## src/rtl/ldo_seq_pkg.sv

```systemverilog
// ldo_seq_pkg: state encoding, register map, CTRL bit indices and byte-select write merge
// shared by ldo_power_sequencer and its timer.
package ldo_seq_pkg;
  typedef enum logic [2:0] {IDLE = 3'd0, UP = 3'd1, ON = 3'd2, DOWN = 3'd3, FAULT = 3'd4} seq_state_t;
  localparam logic [2:0] ADR_CTRL = 3'd0, ADR_STAT = 3'd1, ADR_DUP = 3'd2, ADR_DDN = 3'd3, ADR_TMO = 3'd4;
  localparam int CTRL_START = 0, CTRL_STOP = 1, CTRL_CLR = 2;
  function automatic logic [31:0] wmerge(input logic [31:0] old, input logic [31:0] dat, input logic [3:0] sel);
    logic [31:0] m;
    m = {{8{sel[3]}}, {8{sel[2]}}, {8{sel[1]}}, {8{sel[0]}}};
    return (old & ~m) | (dat & m);
  endfunction
endpackage

```

## src/rtl/ldo_seq_timer.sv

```systemverilog
// ldo_seq_timer: loadable down-counter; loading v raises zero v cycles later (0 behaves as 1).
module ldo_seq_timer #(
  parameter int CNT_W = 16
) (
  input  logic             clk,
  input  logic             rst_n,
  input  logic             load,
  input  logic [CNT_W-1:0] val,
  output logic             zero
);
  logic [CNT_W-1:0] cnt;
  always_ff @(posedge clk or negedge rst_n)
    if (!rst_n) cnt <= '0;
    else if (load) cnt <= (val == '0) ? '0 : val - CNT_W'(1);
    else if (cnt != '0) cnt <= cnt - CNT_W'(1);
  assign zero = (cnt == '0);
endmodule

```

## src/rtl/ldo_power_sequencer.sv

```systemverilog
// ldo_power_sequencer: Wishbone-programmed up/down sequencing of an LDO bank.
// Define LDO_SEQ_PG_EN to add power-good synchronisers, the pg timeout and both fault paths.
module ldo_power_sequencer
  import ldo_seq_pkg::*;
#(
  parameter int N_LDO   = 3,
  parameter int CNT_W   = 16,
  parameter int DLY_RST = 100,
  parameter int TMO_RST = 1000
) (
  input  logic             wb_clk_i,
  input  logic             wb_rst_ni,
  input  logic             wbs_cyc_i,
  input  logic             wbs_stb_i,
  input  logic             wbs_we_i,
  input  logic [3:0]       wbs_sel_i,
  input  logic [31:0]      wbs_adr_i,
  input  logic [31:0]      wbs_dat_i,
  output logic [31:0]      wbs_dat_o,
  output logic             wbs_ack_o,
  input  logic [N_LDO-1:0] ldo_pg_i,
  output logic [N_LDO-1:0] ldo_en_o,
  output logic             seq_done_o,
  output logic             fault_irq_o
);
  localparam logic [N_LDO-1:0] ONE = N_LDO'(1);
  seq_state_t state, state_nxt;
  logic [N_LDO-1:0] en_nxt, pg_sync;
  logic [CNT_W-1:0] dly_up, dly_dn, dly_val;
  logic [31:0] tmo_rd, stat;
  logic [7:0] en8, pg8;
  logic [2:0] adr;
  logic wr, ctrl_wr, start, stop, clr, dly_load, dly_zero, stage_pg, fault_det, unused;
  assign adr     = wbs_adr_i[4:2];
  assign wr      = wbs_ack_o & wbs_cyc_i & wbs_stb_i & wbs_we_i;
  assign ctrl_wr = wr & (adr == ADR_CTRL) & wbs_sel_i[0];
  assign start   = ctrl_wr & wbs_dat_i[CTRL_START];
  assign stop    = ctrl_wr & wbs_dat_i[CTRL_STOP];
  assign clr     = ctrl_wr & wbs_dat_i[CTRL_CLR];
  always_ff @(posedge wb_clk_i or negedge wb_rst_ni)
    if (!wb_rst_ni) wbs_ack_o <= 1'b0;
    else wbs_ack_o <= wbs_cyc_i & wbs_stb_i & ~wbs_ack_o;
  always_ff @(posedge wb_clk_i or negedge wb_rst_ni)
    if (!wb_rst_ni) begin
      dly_up <= CNT_W'(DLY_RST);
      dly_dn <= CNT_W'(DLY_RST);
    end else if (wr) begin
      if (adr == ADR_DUP) dly_up <= CNT_W'(wmerge(32'(dly_up), wbs_dat_i, wbs_sel_i));
      if (adr == ADR_DDN) dly_dn <= CNT_W'(wmerge(32'(dly_dn), wbs_dat_i, wbs_sel_i));
    end
  ldo_seq_timer #(.CNT_W(CNT_W)) u_dly (
    .clk(wb_clk_i), .rst_n(wb_rst_ni), .load(dly_load), .val(dly_val), .zero(dly_zero)
  );
`ifdef LDO_SEQ_PG_EN
  logic [CNT_W-1:0] tmo;
  logic [N_LDO-1:0] pg_meta;
  logic tmo_load, tmo_zero;
  always_ff @(posedge wb_clk_i or negedge wb_rst_ni)
    if (!wb_rst_ni) tmo <= CNT_W'(TMO_RST);
    else if (wr && adr == ADR_TMO) tmo <= CNT_W'(wmerge(32'(tmo), wbs_dat_i, wbs_sel_i));
  always_ff @(posedge wb_clk_i or negedge wb_rst_ni)
    if (!wb_rst_ni) {pg_sync, pg_meta} <= '0;
    else {pg_sync, pg_meta} <= {pg_meta, ldo_pg_i};
  // every stage start in UP restarts the pg watchdog alongside the stage delay
  assign tmo_load = dly_load & (state_nxt == UP);
  ldo_seq_timer #(.CNT_W(CNT_W)) u_tmo (
    .clk(wb_clk_i), .rst_n(wb_rst_ni), .load(tmo_load), .val(tmo), .zero(tmo_zero)
  );
  assign fault_det   = (state == UP && tmo_zero && !stage_pg) || (state == ON && |(ldo_en_o & ~pg_sync));
  assign tmo_rd      = 32'(tmo);
  assign fault_irq_o = (state == FAULT);
  assign unused      = ^{wbs_adr_i[31:5], wbs_adr_i[1:0]};
`else
  assign pg_sync     = '1;
  assign fault_det   = 1'b0;
  assign tmo_rd      = '0;
  assign fault_irq_o = 1'b0;
  assign unused      = ^{wbs_adr_i[31:5], wbs_adr_i[1:0], ldo_pg_i};
`endif
  // enables are always a thermometer code, so the top set bit is the active stage
  assign stage_pg = |(pg_sync & ldo_en_o & ~(ldo_en_o >> 1));
  always_comb begin
    state_nxt = state;
    en_nxt    = ldo_en_o;
    dly_load  = 1'b0;
    dly_val   = dly_dn;
    if (state == IDLE && start && !stop) begin
      state_nxt = UP;
      en_nxt    = ONE;
      dly_load  = 1'b1;
      dly_val   = dly_up;
    end else if ((state == DOWN && dly_zero) || ((state == UP || state == ON) && stop)) begin
      en_nxt    = ldo_en_o >> 1;
      dly_load  = 1'b1;
      state_nxt = (en_nxt == '0) ? IDLE : DOWN;
    end else if (state == UP && dly_zero && stage_pg) begin
      state_nxt = ldo_en_o[N_LDO-1] ? ON : UP;
      en_nxt    = (ldo_en_o << 1) | ONE;
      dly_load  = !ldo_en_o[N_LDO-1];
      dly_val   = dly_up;
    end else if (state == FAULT && clr) begin
      state_nxt = IDLE;
    end
    if (fault_det) begin
      state_nxt = FAULT;
      en_nxt    = '0;
    end
  end
  always_ff @(posedge wb_clk_i or negedge wb_rst_ni)
    if (!wb_rst_ni) begin
      state    <= IDLE;
      ldo_en_o <= '0;
    end else begin
      state    <= state_nxt;
      ldo_en_o <= en_nxt;
    end
  assign seq_done_o = (state == ON);
  assign en8        = 8'(ldo_en_o);
  assign pg8        = 8'(pg_sync);
  assign stat       = {state == FAULT, 7'd0, pg8, en8, 5'd0, state};
  assign wbs_dat_o  = (adr == ADR_STAT) ? stat :
                      (adr == ADR_DUP)  ? 32'(dly_up) :
                      (adr == ADR_DDN)  ? 32'(dly_dn) :
                      (adr == ADR_TMO)  ? tmo_rd : '0;
endmodule
```

## config.mk

```make
export PLATFORM = sky130hd
export DESIGN_NAME = ldo_power_sequencer
export DESIGN_NICKNAME = d
export VERILOG_FILES = /design/src/rtl/ldo_seq_pkg.sv /design/src/rtl/ldo_seq_timer.sv /design/src/rtl/ldo_power_sequencer.sv
export SDC_FILE = /design/constraint.sdc
export NUM_CORES = 1
export LEC_CHECK = 0
export ABC_AREA = 0
export CAP_MARGIN = 20
export CORE_ASPECT_RATIO = 0.8
export CORE_MARGIN = 1.5
export CORE_UTILIZATION = 43
export CTS_CLUSTER_SIZE = 16
export DETAILED_ROUTE_END_ITERATION = 8
export PLACE_DENSITY = 0.75
export RECOVER_POWER = 100
export SLEW_MARGIN = 20
export SYNTH_ARGS = -nofsm -noshare
export SYNTH_HDL_FRONTEND = slang
export SYNTH_HIERARCHICAL = 1
export SYNTH_SLANG_ARGS = --single-unit
```

## constraint.sdc

```tcl
create_clock -name wb_clk_i -period 12.9 [get_ports wb_clk_i]
set_clock_uncertainty 0.05 [all_clocks]
set_input_delay 2.58 -clock wb_clk_i [delete_from_list [all_inputs] [get_ports wb_clk_i]]
set_output_delay 2.58 -clock wb_clk_i [all_outputs]
set_load 0.01 [all_outputs]
```

======== After elaboration in Yosys (flattened, before gate mapping) ========
Cells that the tools add are included.
operators by class
  equal/unequal tests ..................... 7
  add/sub/neg operators ................... 2
  mux-type cells .......................... 21
  reductions and logical operators ........ 23
  bitwise logic cells ..................... 19
operators by type and width
  cell                                                                   number
  16-bit 2-to-1 mux                                                      8
  16-bit bitwise AND                                                     3
  16-bit zero test                                                       2
  32-bit 2-to-1 mux                                                      1
  16-bit OR                                                              2
  16-bit by 1-bit subtractor with 16-bit output (second input constant)  2
  3-bit 2-to-1 mux                                                       7
  16-bit NOT                                                             1
  16-bit nonzero test                                                    1
  3-bit by 2-bit == test with 1-bit output (second input constant)       4
  1-bit bitwise AND                                                      10
  3-bit zero test                                                        3
  1-bit logical AND                                                      7
  3-bit by 1-bit == test with 1-bit output (second input constant)       2
  2-bit 2-to-1 mux                                                       2
  2-bit AND reduction                                                    2
  4-bit nonzero test                                                     1
  3-bit bitwise AND                                                      1
  3-bit == test (second input constant)                                  1
  1-bit 2-to-1 mux                                                       3
  2-bit NOT with 3-bit output                                            1
  3-bit nonzero test                                                     1
  3-bit OR reduction                                                     1
  1-bit zero test                                                        2
  3 further kinds                                                        4
word-level totals
  bits in registers ....................... 55
  input bits .............................. 76
  word-level logic and storage cells ...... 78
  output and inout port bits .............. 38

======== Longest topological paths before layout ========
  depth in word-level cells ............... 13
  mapped depth ............................ 17
  gate-level depth less buffers ........... 16

======== Hierarchy ========
The synthesis kept the hierarchy.
by module, submodules not included
  module               cells each  instances  area each (µm²)
  ldo_power_sequencer  204         1          2,354.8
  ldo_seq_timer        133         1          1,213.7

======== Worst setup path after synthesis ========
Ideal clock, no wire load.
  path kind ............................... input to output
  from .................................... in wbs_adr_i[2]
  to ...................................... out wbs_dat_o[17]
  setup slack ............................. 6,433 ps
  required time ........................... 10,270 ps
  cell stages on the path ................. 4
  arrival ................................. 3,837 ps
  cell sequence ........................... buf_2 buf_1 nor3b_1 buf_4
on the way
  longest elaborated chain between the ends .. 2
RTL lines
  element                                   line                        source
  from (decl)                               ldo_power_sequencer.sv:17   input logic [31:0] wbs_adr_i,
  3-bit by 1-bit == test with 1-bit output  ldo_power_sequencer.sv:121  assign wbs_dat_o = (adr == ADR_STAT) ? stat :
  32-bit 2-to-1 mux                         ldo_power_sequencer.sv:121
  to (decl)                                 ldo_power_sequencer.sv:19   output logic [31:0] wbs_dat_o,
Every way passes these cells.

======== Final worst setup path ========
  from .................................... in wbs_adr_i[2]
  to ...................................... reg u_dly.cnt[3]
on the way
  longest elaborated chain between the ends .. 11
  elaborated cells between the ends (all ways) .. 19
  those cells by class .................... add/sub: 1; mux: 6; bitwise: 4; reduce/logical: 8
RTL lines
  element                                                                                   line                       source
  3-bit zero test *                                                                         ldo_power_sequencer.sv:36  assign ctrl_wr = wr & (adr == ADR_CTRL) & wbs_sel_i[0];
  1-bit bitwise AND * (2 in a row)                                                          ldo_power_sequencer.sv:36
  1-bit bitwise AND                                                                         ldo_power_sequencer.sv:38  assign stop = ctrl_wr & wbs_dat_i[CTRL_STOP];
  1-bit logical AND                                                                         ldo_power_sequencer.sv:92  end else if ((state == DOWN && dly_zero) || ((state == UP || state == ON) && stop)) begin
  1-bit logical OR                                                                          ldo_power_sequencer.sv:92
  16-bit 2-to-1 mux                                                                         ldo_power_sequencer.sv:92
  16-bit 2-to-1 mux *                                                                       ldo_power_sequencer.sv:87  if (state == IDLE && start && !stop) begin
  net dly_val[0]                                                                            ldo_power_sequencer.sv:29  logic [CNT_W-1:0] dly_up, dly_dn, dly_val;
  16-bit by 1-bit subtractor with 16-bit output / 16-bit zero test (equally long branches)  ldo_seq_timer.sv:14        else if (load) cnt <= (val == '0) ? '0 : val - CNT_W'(1);
  16-bit 2-to-1 mux * (2 in a row)                                                          ldo_seq_timer.sv:14
  to (signal assigned)                                                                      ldo_seq_timer.sv:14
  to (signal assigned)                                                                      ldo_seq_timer.sv:15        else if (cnt != '0) cnt <= cnt - CNT_W'(1);
  to (decl)                                                                                 ldo_seq_timer.sv:11        logic [CNT_W-1:0] cnt;
Mark *: on every way through the listed nets, which the timed path passes. The rest lies on a longest branch.
A chain may end at the register's enable or synchronous reset.

==> results_dict.tcl <==
set metrics [dict create \
    postLayoutSetupSlackWorst_ns 3.32 \
    power.leakage_nw 1.87 \
    fmaxAchievable_ghz 0.104 \
    timing.critical_path.to_type "flop" \
    final_cell_mix "48 x dfrtp_1, 41 x mux2_2, 35 x nor2_1, 26 x dlygate4sd3_1, 22 x clkdlybuf4s50_1" \
    cts-buffers-inserted 5 \
    setup_cp_type "in2reg" \
    status "complete, but fails checks" \
    antenna_cells 0 \
    crit_chain "dlygate4sd3_1 > nor4b_1 > nand3_1 > o21ai_0 > clkbuf_1 > mux2_1 > inv_1 > ha_1 > or4b_1 > or4_1 > o41ai_1 > o22a_1 > nor2_1" \
    synth_top_family_by_area "multiplexers" \
    dr_total_vias 2645 \
    critical_path.n_buffers_inverters 3 \
    dp.cells 480 \
    clkSinkCount 54 \
    timing.critical_path.max_delay_family "compound AO/OA/AOI/OAI gates" \
    final_max_slew_viol_count 71 \
    final_period_utilization_pct 74.3 \
    final.min_clock_period_ns 9.58 \
    crit_path_top_delay_cell "o41ai_1" \
    grt_setup_unrepaired "no" \
    dp_hpwl_um 5540 \
    ctsResizeCount 0 \
    critPathRequiredTime_ns 13.02 \
    internal_power_mw 0.327 \
    max_stage_delay_ns 2.12 \
    die_span_in_x_um 105 \
    synth.top_cells.by_area "dfrtp_1 34%, mux2_2 13%, dfstp_2 4.4%" \
    synth.mux.area_fraction_pct 20.8 \
    synth-edff-count 0 \
    grt-ovfl-total 0 \
    clock_tree.buffer_depth 2 \
    dieArea_um2 8860 \
    seq_area_frac_synth_pct 38.1 \
    irDropWorstVdd_uv 53.9 \
    grt_util_all_layers_pct 17.7 \
    cts_post_setup_buffers_inserted 0 \
    power_switching_mw 0.149 \
    gp_congestion 0.812 \
    grt_pass1_vias 2542 \
    leading_cell_type_in_the_layout_fill_and_taps_excluded "dfrtp_1" \
    drt-wirelength-per-cell_um 15.6 \
    power.combinational.fraction_pct 28.2 \
    place.port_buffers 49 \
    yosys.area_share.xor_xnor_pct 6.14 \
    yosys.area_share.adder_pct 2.45 \
    core_region_area_um2 7980 \
    rel_slew_slack_pct -93.4 \
    seq_power_share_pct 47.7 \
    failed_checks "max-capacitance violations, max-slew violations" \
    layout_cell_share_with_drive_strength_beyond_1_pct 18.4 \
    worstMarginPinSlew_ns 2.90 \
    report.final.setup_viol 0 \
    detailedRoute.firstPassIterationCount 4 \
    clock_latency_ns 0.31 \
    dp_worst_setup_slack_ns 4.99 \
    clock_power_share_pct 24.1 \
    synth.largest_area_cell "dfrtp_1" \
    drt-total-wl_um 7620 \
    routed_via_density 5.42 \
    arrival_time_of_the_worst_setup_path_ns 9.70 \
    root_buffer "clkbuf_8" \
    drtIter0Drc 165 \
    synth-compound-area-share_pct 9.43 \
    synthArstFlopShare_pct 100 \
    yosys_warnings 6 \
    synth_top_area_share_pct 33.7 \
    total_power_mw 0.476 \
    number_of_h_tree_levels 2 \
    tritoncts "yes" \
    route.detailed.drc 0 \
    power_density_nw_per_um2 116 \
    floorplan.rows 29 \
    post_synth_instance_area_um2 3570 \
    fin_nets 462 \
    final_antenna_net_count 0 \
    grt_pass1_wl_um 12500 \
    type_of_the_tightest_min_delay_check "reg2reg" \
    area_added_between_synthesis_and_finish_pct 15.4 \
    finalInstanceArea_um2 4120 \
    post_layout_nonfiller_instances 488 \
    maxCapViolCount 2 \
    synth.ff_latch_count 54 \
    synth.lib_cells_used.distinct 55 \
    yosys.area_share.simple_pct 16.4 \
    holdBufCountCts 0 \
    floorplan.initialDensity_pct 44.7 \
    cell_area_after_placement_um2 4050 \
    design.portCount 114 \
    clk_pin_slew_worst_paths_ns 0.10 \
    totalNegativeSetupSlack_ns 0 \
    filler_cell_count 738 \
    worst_setup_path_start_kind "primary input" \
    synth_area_per_cell_um2 10.6 \
    die_h_um 84.5 \
    synthCells 337 \
    timing_hold_violations_final 0 \
    synth_top_flop_cell "dfrtp_1" \
    pin_count_of_the_biggest_net_entering_global_routing 55 \
    number_of_antenna_violations_at_the_first_check_in_global_routing 0 \
    crit_fanout 21 \
    netSwitchingFraction_pct 31.3 \
]
final timing paths:
| kind | cells after the start | startpoint | endpoint | slack, ns |
|---|---|---|---|---|
| min reg2reg | 1 | flop | flop | 0.48 |
| min in group asynchronous | 2 | wb_rst_ni | async pin | 3.25 |
| max in group asynchronous | 2 | wb_rst_ni | u_dly/cnt[13] | 7.92 |
| max reg2reg | 15 | u_dly/cnt[12] | u_dly/cnt[3] | 5.23 |
| max | 13 | wbs_adr_i[2] | u_dly/cnt[3] | 3.32 |
| min | 1 | flop | flop | 0.48 |
stage by stage:
step / hold slack (ns) / utilization (%)
after CTS: 0.486 / 52.2
after global routing: 0.502 / 51.6
after global placement: 0.458 / 50.8
after floorplan: 0.446 / -
final: 0.484 / 51.6
after detailed placement: 0.462 / 50.8
power by group through the flow:
stage / Sequential, mW / Clock (mW) / Combinational, mW
floorplan: 0.223 / 0 / 0.108
detailed placement: 0.230 / 0 / 0.136
global route: 0.232 / 0.126 / 0.151
CTS: 0.227 / 0.118 / 0.137
finish: 0.227 / 0.115 / 0.134
global placement: 0.228 / 0 / 0.131
synthesized netlist by cell type (2+ instances only):
master and count:
clkbuf_1 6, xnor2_1 14, o22a_1 7, mux2_4 10
buf_6 3, and3b_1 4, buf_4 19, xor2_1 11
o21ai_0 5, nor3b_1 5, dfstp_2 6, nor4_1 6
nand3_1 8, or4_1 2, nand3_2 2, o22ai_1 2
nand2b_1 4, a32o_1 2, nor2b_1 2, inv_1 7
dfrtp_1 48, o21a_1 2, a22oi_1 5, mux2i_1 12
or3_1 6, o32ai_1 5, nand2_1 16, a21oi_1 5
nor2_1 35, ha_1 7, mux2_2 42, nor3_1 4
nand3b_1 3
cell type report:
type | count | area, µm² | area share [%]
multi-input combinational | 259 | 1980 | 48.2
sequential | 54 | 1360 | 33.0
timing repair buffer | 52 | 500 | 12.2
tap | 108 | 135 | 3.28
clock buffer | 5 | 68.8 | 1.67
clock inverter | 3 | 45.0 | 1.09
inverter | 7 | 26.3 | 0.638
worst reg2reg max path, stage by stage (launching register included):
cell and delay, ns:
dfrtp_1 0.41, or4_1 0.55, nand4b_1 0.43, inv_1 0.29
o311ai_1 0.21, nand2b_1 0.20, o21ai_0 0.15, clkbuf_1 0.90
mux2_1 0.45, inv_1 0.09, ha_1 0.22, or4b_1 0.52
or4_1 0.49, o41ai_1 2.12, o22a_1 0.40, nor2_1 0.05
per-layer routing:
layer | up-vias | GRT usage (%) | part of all wire [%]
li1 | 1273 | - | -
met3 | 7 | 2.72 | 3.7
met4 | 0 | 4.11 | 1.1
met1 | 1293 | 24.2 | 48
met2 | 72 | 29.6 | 47
met5 | - | 0 | 0
cells by family after synthesis:
family,count (synthesis)
AO/OA/AOI/OAI,42
AND/OR/NAND/NOR,107
other,1
XOR/XNOR,25
buffers and inverters,37
adder cells (fa/ha/maj),7
flip-flops,54
multiplexers,64
No activity file was read; power rests on OpenSTA's default activity.
==> variant 1: new RTL, same flow settings <==
`DLY_RST`: 100 -> 64.
--- a/src/rtl/ldo_power_sequencer.sv
+++ b/src/rtl/ldo_power_sequencer.sv
@@ -7,3 +7,3 @@
   parameter int CNT_W   = 16,
-  parameter int DLY_RST = 100,
+  parameter int DLY_RST = 64,
   parameter int TMO_RST = 1000
Behaviour: not the same (a bounded check fails within 4 cycles, from zero or initial values and one cycle with wb_rst_ni low).
==> variant 1 against the original RTL <==
The flow still finishes with violations (max-capacitance violations, max-slew violations). Area after synthesis shrank 0.14%. Sequential power is essentially flat. Total power grew 0.25%. Cell count shrank 0.20%. Critical path type unchanged. Highest routed layer unchanged. Sequential cell count is the same. Hold slack gained 1.6 ps. Setup slack lost 5.1 ps. Synthesized cell count is the same. Wire length grew 0.52%. Final area shrank 0.15%.
==> variant 1: results (changes against the original RTL) <==
- Most frequent cells after synthesis: dfrtp_1, mux2_2, nor2_1, buf_4, nand2_1
- Of all cell types, the one taking the most synthesized area is dfrtp_1.
- The detailed router's first-iteration violation count came to 106 (-36%).
- The all-layer global routing usage was 18.0% (+0.28 points).
* Actual transition at the worst max-transition pin: 2890 ps (-7.86 ps)
- Post-synth ARST share: 100% (unchanged)
* Most area-consuming cells after synthesis: dfrtp_1, mux2_2, mux2_4
- Number of antenna cells inserted: 0 (unchanged)
- The placement-stage worst setup slack was 5060 ps (+68.3 ps).
- Worst skew pair latency: 310 ps (about the same)
* Worst reg2reg startpoint: u_dly/cnt[12]$_DFFE_PN0P_
* TritonRoute pass-1 iters: 4 (unchanged)
- End point of the critical path: u_dly/cnt[3]$_DFFE_PN0P_
- Number of CTS-inserted buffers: 5 (unchanged)
- The average wire length per cell after detail routing is 15.7 um (+0.73%).
- The global-route wire length before repair is 12900 um (+3.2%).
- The count of final max-slew check failures is 71 (unchanged).
* Root Buffer: clkbuf_8
- The fraction of the yosys area taken by sequential cells came to 38.0% (-0.087 points).
- The total via count after detailed routing was 2649 (+0.15%).
- The largest fanout on the critical path is 21 (unchanged).
- The run finished, with violations left.
- GR met1 Demand/Resource: 24.4% (+0.19 points)
- The minimum clock period was 9580 ps (+5.08 ps).
- The weighted congestion at the end of routability-driven global placement was 0.838 (+3.3%).
- H-tree depth: 2 (unchanged)
- The count of synthesis-stage warnings from yosys came to 6 (unchanged).
* Total of buffers placed on input and output ports: 49 (unchanged)
* Leak pwr: 1.89 nW (+1.1%)
* Buffer depth of the longest clock path: 2 (unchanged)
- The pin count of the biggest net entering global routing was 55 (unchanged).
* Arrival time reported for the critical path endpoint: 9700 ps (about the same)
* Final net count: 462 (unchanged)
* Violated checks: max-capacitance violations, max-slew violations
* Maxcap violations: 2 (unchanged)
- Fraction of final layout cells sized beyond drive strength 1: 17.2% (-1.3 points)
- R2r setup slk: 5260 ps (+30 ps)
* Clock-pin slew on the worst setup and hold paths: 100 ps (about the same)
* Number of routed nets with antenna violations: 0 (unchanged)
- The post-CTS setup buffer count came to 0 (unchanged).
- The number of antenna violations at the first check in global routing was 0 (unchanged).
- The peak ir drop on the vdd network came to 0.0583 mV (+8.2%).
- The global-route track usage on met2 is 30.2% (+0.59 points).
- Tracing the worst setup path back leads to its startpoint at wbs_adr_i[2].
- The post-cts resize count came to 0 (unchanged).
- Estimated wirelength of the detail-placed design: 5600 um (+0.97%)
* Synth unique cells: 55 (unchanged)
* GR Layer Usage met3: 2.87% (+0.16 points)
- The number of cells on the worst reg-to-reg path was 15 (unchanged).
- The depth of the worst hold-timing path was 1 (unchanged).
* Class of the tightest hold or removal check: reg -> reg
## variant 1: changes by cell type in the layout (fill, tap and decap cells not counted), sizes merged
cell | before | now
dfstp | 6 | 2
dfrtp | 48 | 52
clkinvlp | 2 | 0
clkbuf | 7 | 8
## variant 1: worst max-delay path: stages
cell and delay, ps:
dlygate4sd3_1 900, nor4b_1 570, nand3_1 280, o21ai_0 140
clkbuf_1 910, mux2_1 450, inv_1 80, ha_1 190
or4b_1 530, or4_1 500, o41ai_1 2130, o22a_1 380
nor2_1 50
## variant 1: layout make-up
type / instances / area [sq um]
clock inverters: 1 / 30.0
fillers: 744 / 3870
multi-input cells: 259 / 1980
flip-flops and latches: 54 / 1350
clock buffers: 6 / 82.6
well taps: 108 / 135
inverters: 7 / 26.3
repair buffers: 52 / 500
## variant 1: cell families after synthesis
group	after synthesis	share of synthesized area (%)
flops	54	38.0
fa+ha+maj	7	2.46
other cells	1	0.105
xor+xnor	25	6.14
compound gates	42	9.45
buf+inv	37	6.57
simple gates	107	16.4
mux	64	20.9
## variant 1: power breakdown
part | switching, mW | internal [mW]
Combinational | 0.0637 | 0.0702
Sequential | 0.0280 | 0.199
Clock | 0.0548 | 0.0622
Total | 0.146 | 0.331
## variant 1: layer usage
metal	vias to the layer above	share of wire [%]
li1	1266	-
met1	1302	47
met2	74	47
met3	7	4.5
met4	0	1.1
met5	-	0
## variant 1: stage by stage
step                hold slack [ps]  cell area [sq um]  util [%]  total power, mW  cells
detailed placement              464               4050      50.7            0.365    480
finish                          485               4110      51.5            0.478    487
global route                    504               4110      51.5            0.506    487
CTS                             488               4160      52.1            0.482    487
floorplan                       446               3610         -            0.330    350
global placement                457               4050      50.7            0.359    480
==> variant 2: new RTL, same flow settings <==
Without the edit above. Add a define of `LDO_SEQ_PG_EN`.
--- a/src/rtl/ldo_power_sequencer.sv
+++ b/src/rtl/ldo_power_sequencer.sv
@@ -2,2 +2,4 @@
 // Define LDO_SEQ_PG_EN to add power-good synchronisers, the pg timeout and both fault paths.
+`define LDO_SEQ_PG_EN
+
 module ldo_power_sequencer
Behaviour: not the same (a bounded check fails within 4 cycles, from zero or initial values and one cycle with wb_rst_ni low).
==> variant 2 against the original RTL <==
The run still ends with max-capacitance violations, max-slew violations left. Wire length grew 91%. Largest cell class unchanged. Final area grew 61%. Combinational power grew 120%. Sequential cell count grew 39. Critical path depth is the same. Area after synthesis grew 63%. Setup slack gained 230 ps. Total power grew 110%. Register-to-register slack gained 140 ps. Hold slack lost 180 ps. Clock power grew to 2.6 times the old value.
==> variant 2: results (changes against the original RTL) <==
* Placed inst area: 6400 sq um (+58%)
* R2r setup slk: 5370 ps (+140 ps)
* Number of pins with negative max-slew slack in the final report: 128 (+80%)
* H-tree depth: 3 (+1)
* Initial DRC count: 357 (+120%)
- The all-layer global routing usage is 21.1% (+3.4 points).
- Internal power: 690 uW (+110%)
- Root Buffer: clkbuf_16
* Arrival time reported for the critical path endpoint: 9500 ps (-200 ps)
- Routability congestion estimate: 0.849 (+4.6%)
- The routed length on met1 was 6490 um (+76%).
* Maximum fanout along the worst path: 16 (-24%)
- The length of routed met3 wiring is 892 um (+220%).
- Worst-case headroom to the max-slew limit: -123% (-30 points)
* Final cell count without fillers: 773 (+58%)
* Launching element of the worst setup path: wbs_adr_i[4]
- By area the synthesized netlist is led by dfrtp_1, mux2_2, dfstp_2.
- Number of instances in the synthesized netlist: 550 (+63%)
- The number of cells on the worst reg-to-reg path is 17 (+2).
- The final reports fail on max-capacitance violations, max-slew violations.
- GR Layer Usage met3: 3.45% (+0.73 points)
- Hold Slack: 303 ps (-180 ps)
- The flow ran to the end, but the final reports show violations.
- Power Combinational: 296 uW (+120%)
- Number of fill cells in the layout: 1170 (+59%)
* Maxcap violations: 4 (+2)
* Estimated wirelength of the detail-placed design: 10200 um (+83%)
- The placement-stage worst setup slack was 5250 ps (+262 ps).
* Placed Cells: 757 (+58%)
- GR met1 Demand/Resource: 28.8% (+4.6 points)
* Clock-pin slew on the worst setup and hold paths: 70 ps (-30 ps)
- Total of buffers placed on input and output ports: 54 (+10%)
* Via count of the first global-routing pass: 4496 (+77%)
- Worst skew pair latency: 340 ps (+30 ps)
* Most frequent cells after synthesis: dfrtp_1, mux2_2, nor2_1, nand2_1, xnor2_1
- TritonRoute pass-1 iters: 5 (+1)
- The delay of the slowest critical-path stage is 2150 ps (+30 ps).
- Time the worst path needs with I/O delays and setup: 9350 ps (-232 ps)
-- variant 2: changes by cell type in the layout (fill, tap and decap cells not counted), moves of 9 or more --
cell and change:
o22ai_1 +9, nand2_1 +17, dfrtp_1 +33, xor2_1 +12
clkbuf_16 +9, a21oi_1 +10, mux2_2 +13, o21ai_0 +10
xnor2_1 +14
-- variant 2: area by class of cell --
class	count	area [sq um]	area share, %
Multi-Input combinational cell	417	3130	47.2
Sequential cell	93	2340	35.3
Timing Repair Buffer	58	553	8.33
Clock buffer	10	229	3.45
Tap cell	175	219	3.30
Clock inverter	6	111	1.68
Inverter	14	52.6	0.791
-- variant 2: logic make-up (layout without fill, tap and decap cells) --
logic type	after synthesis	in the layout	share of synthesized area (%)
xor gates and xnor gates	51	51	7.67
adders and majority gates	6	6	1.29
and+or+nand+nor	172	172	16.6
AOI/OAI and AO/OA	98	98	13.5
DFF	93	93	40.2
other	1	12	0.0644
muxes	78	78	15.5
buffers and inverters	51	88	5.28
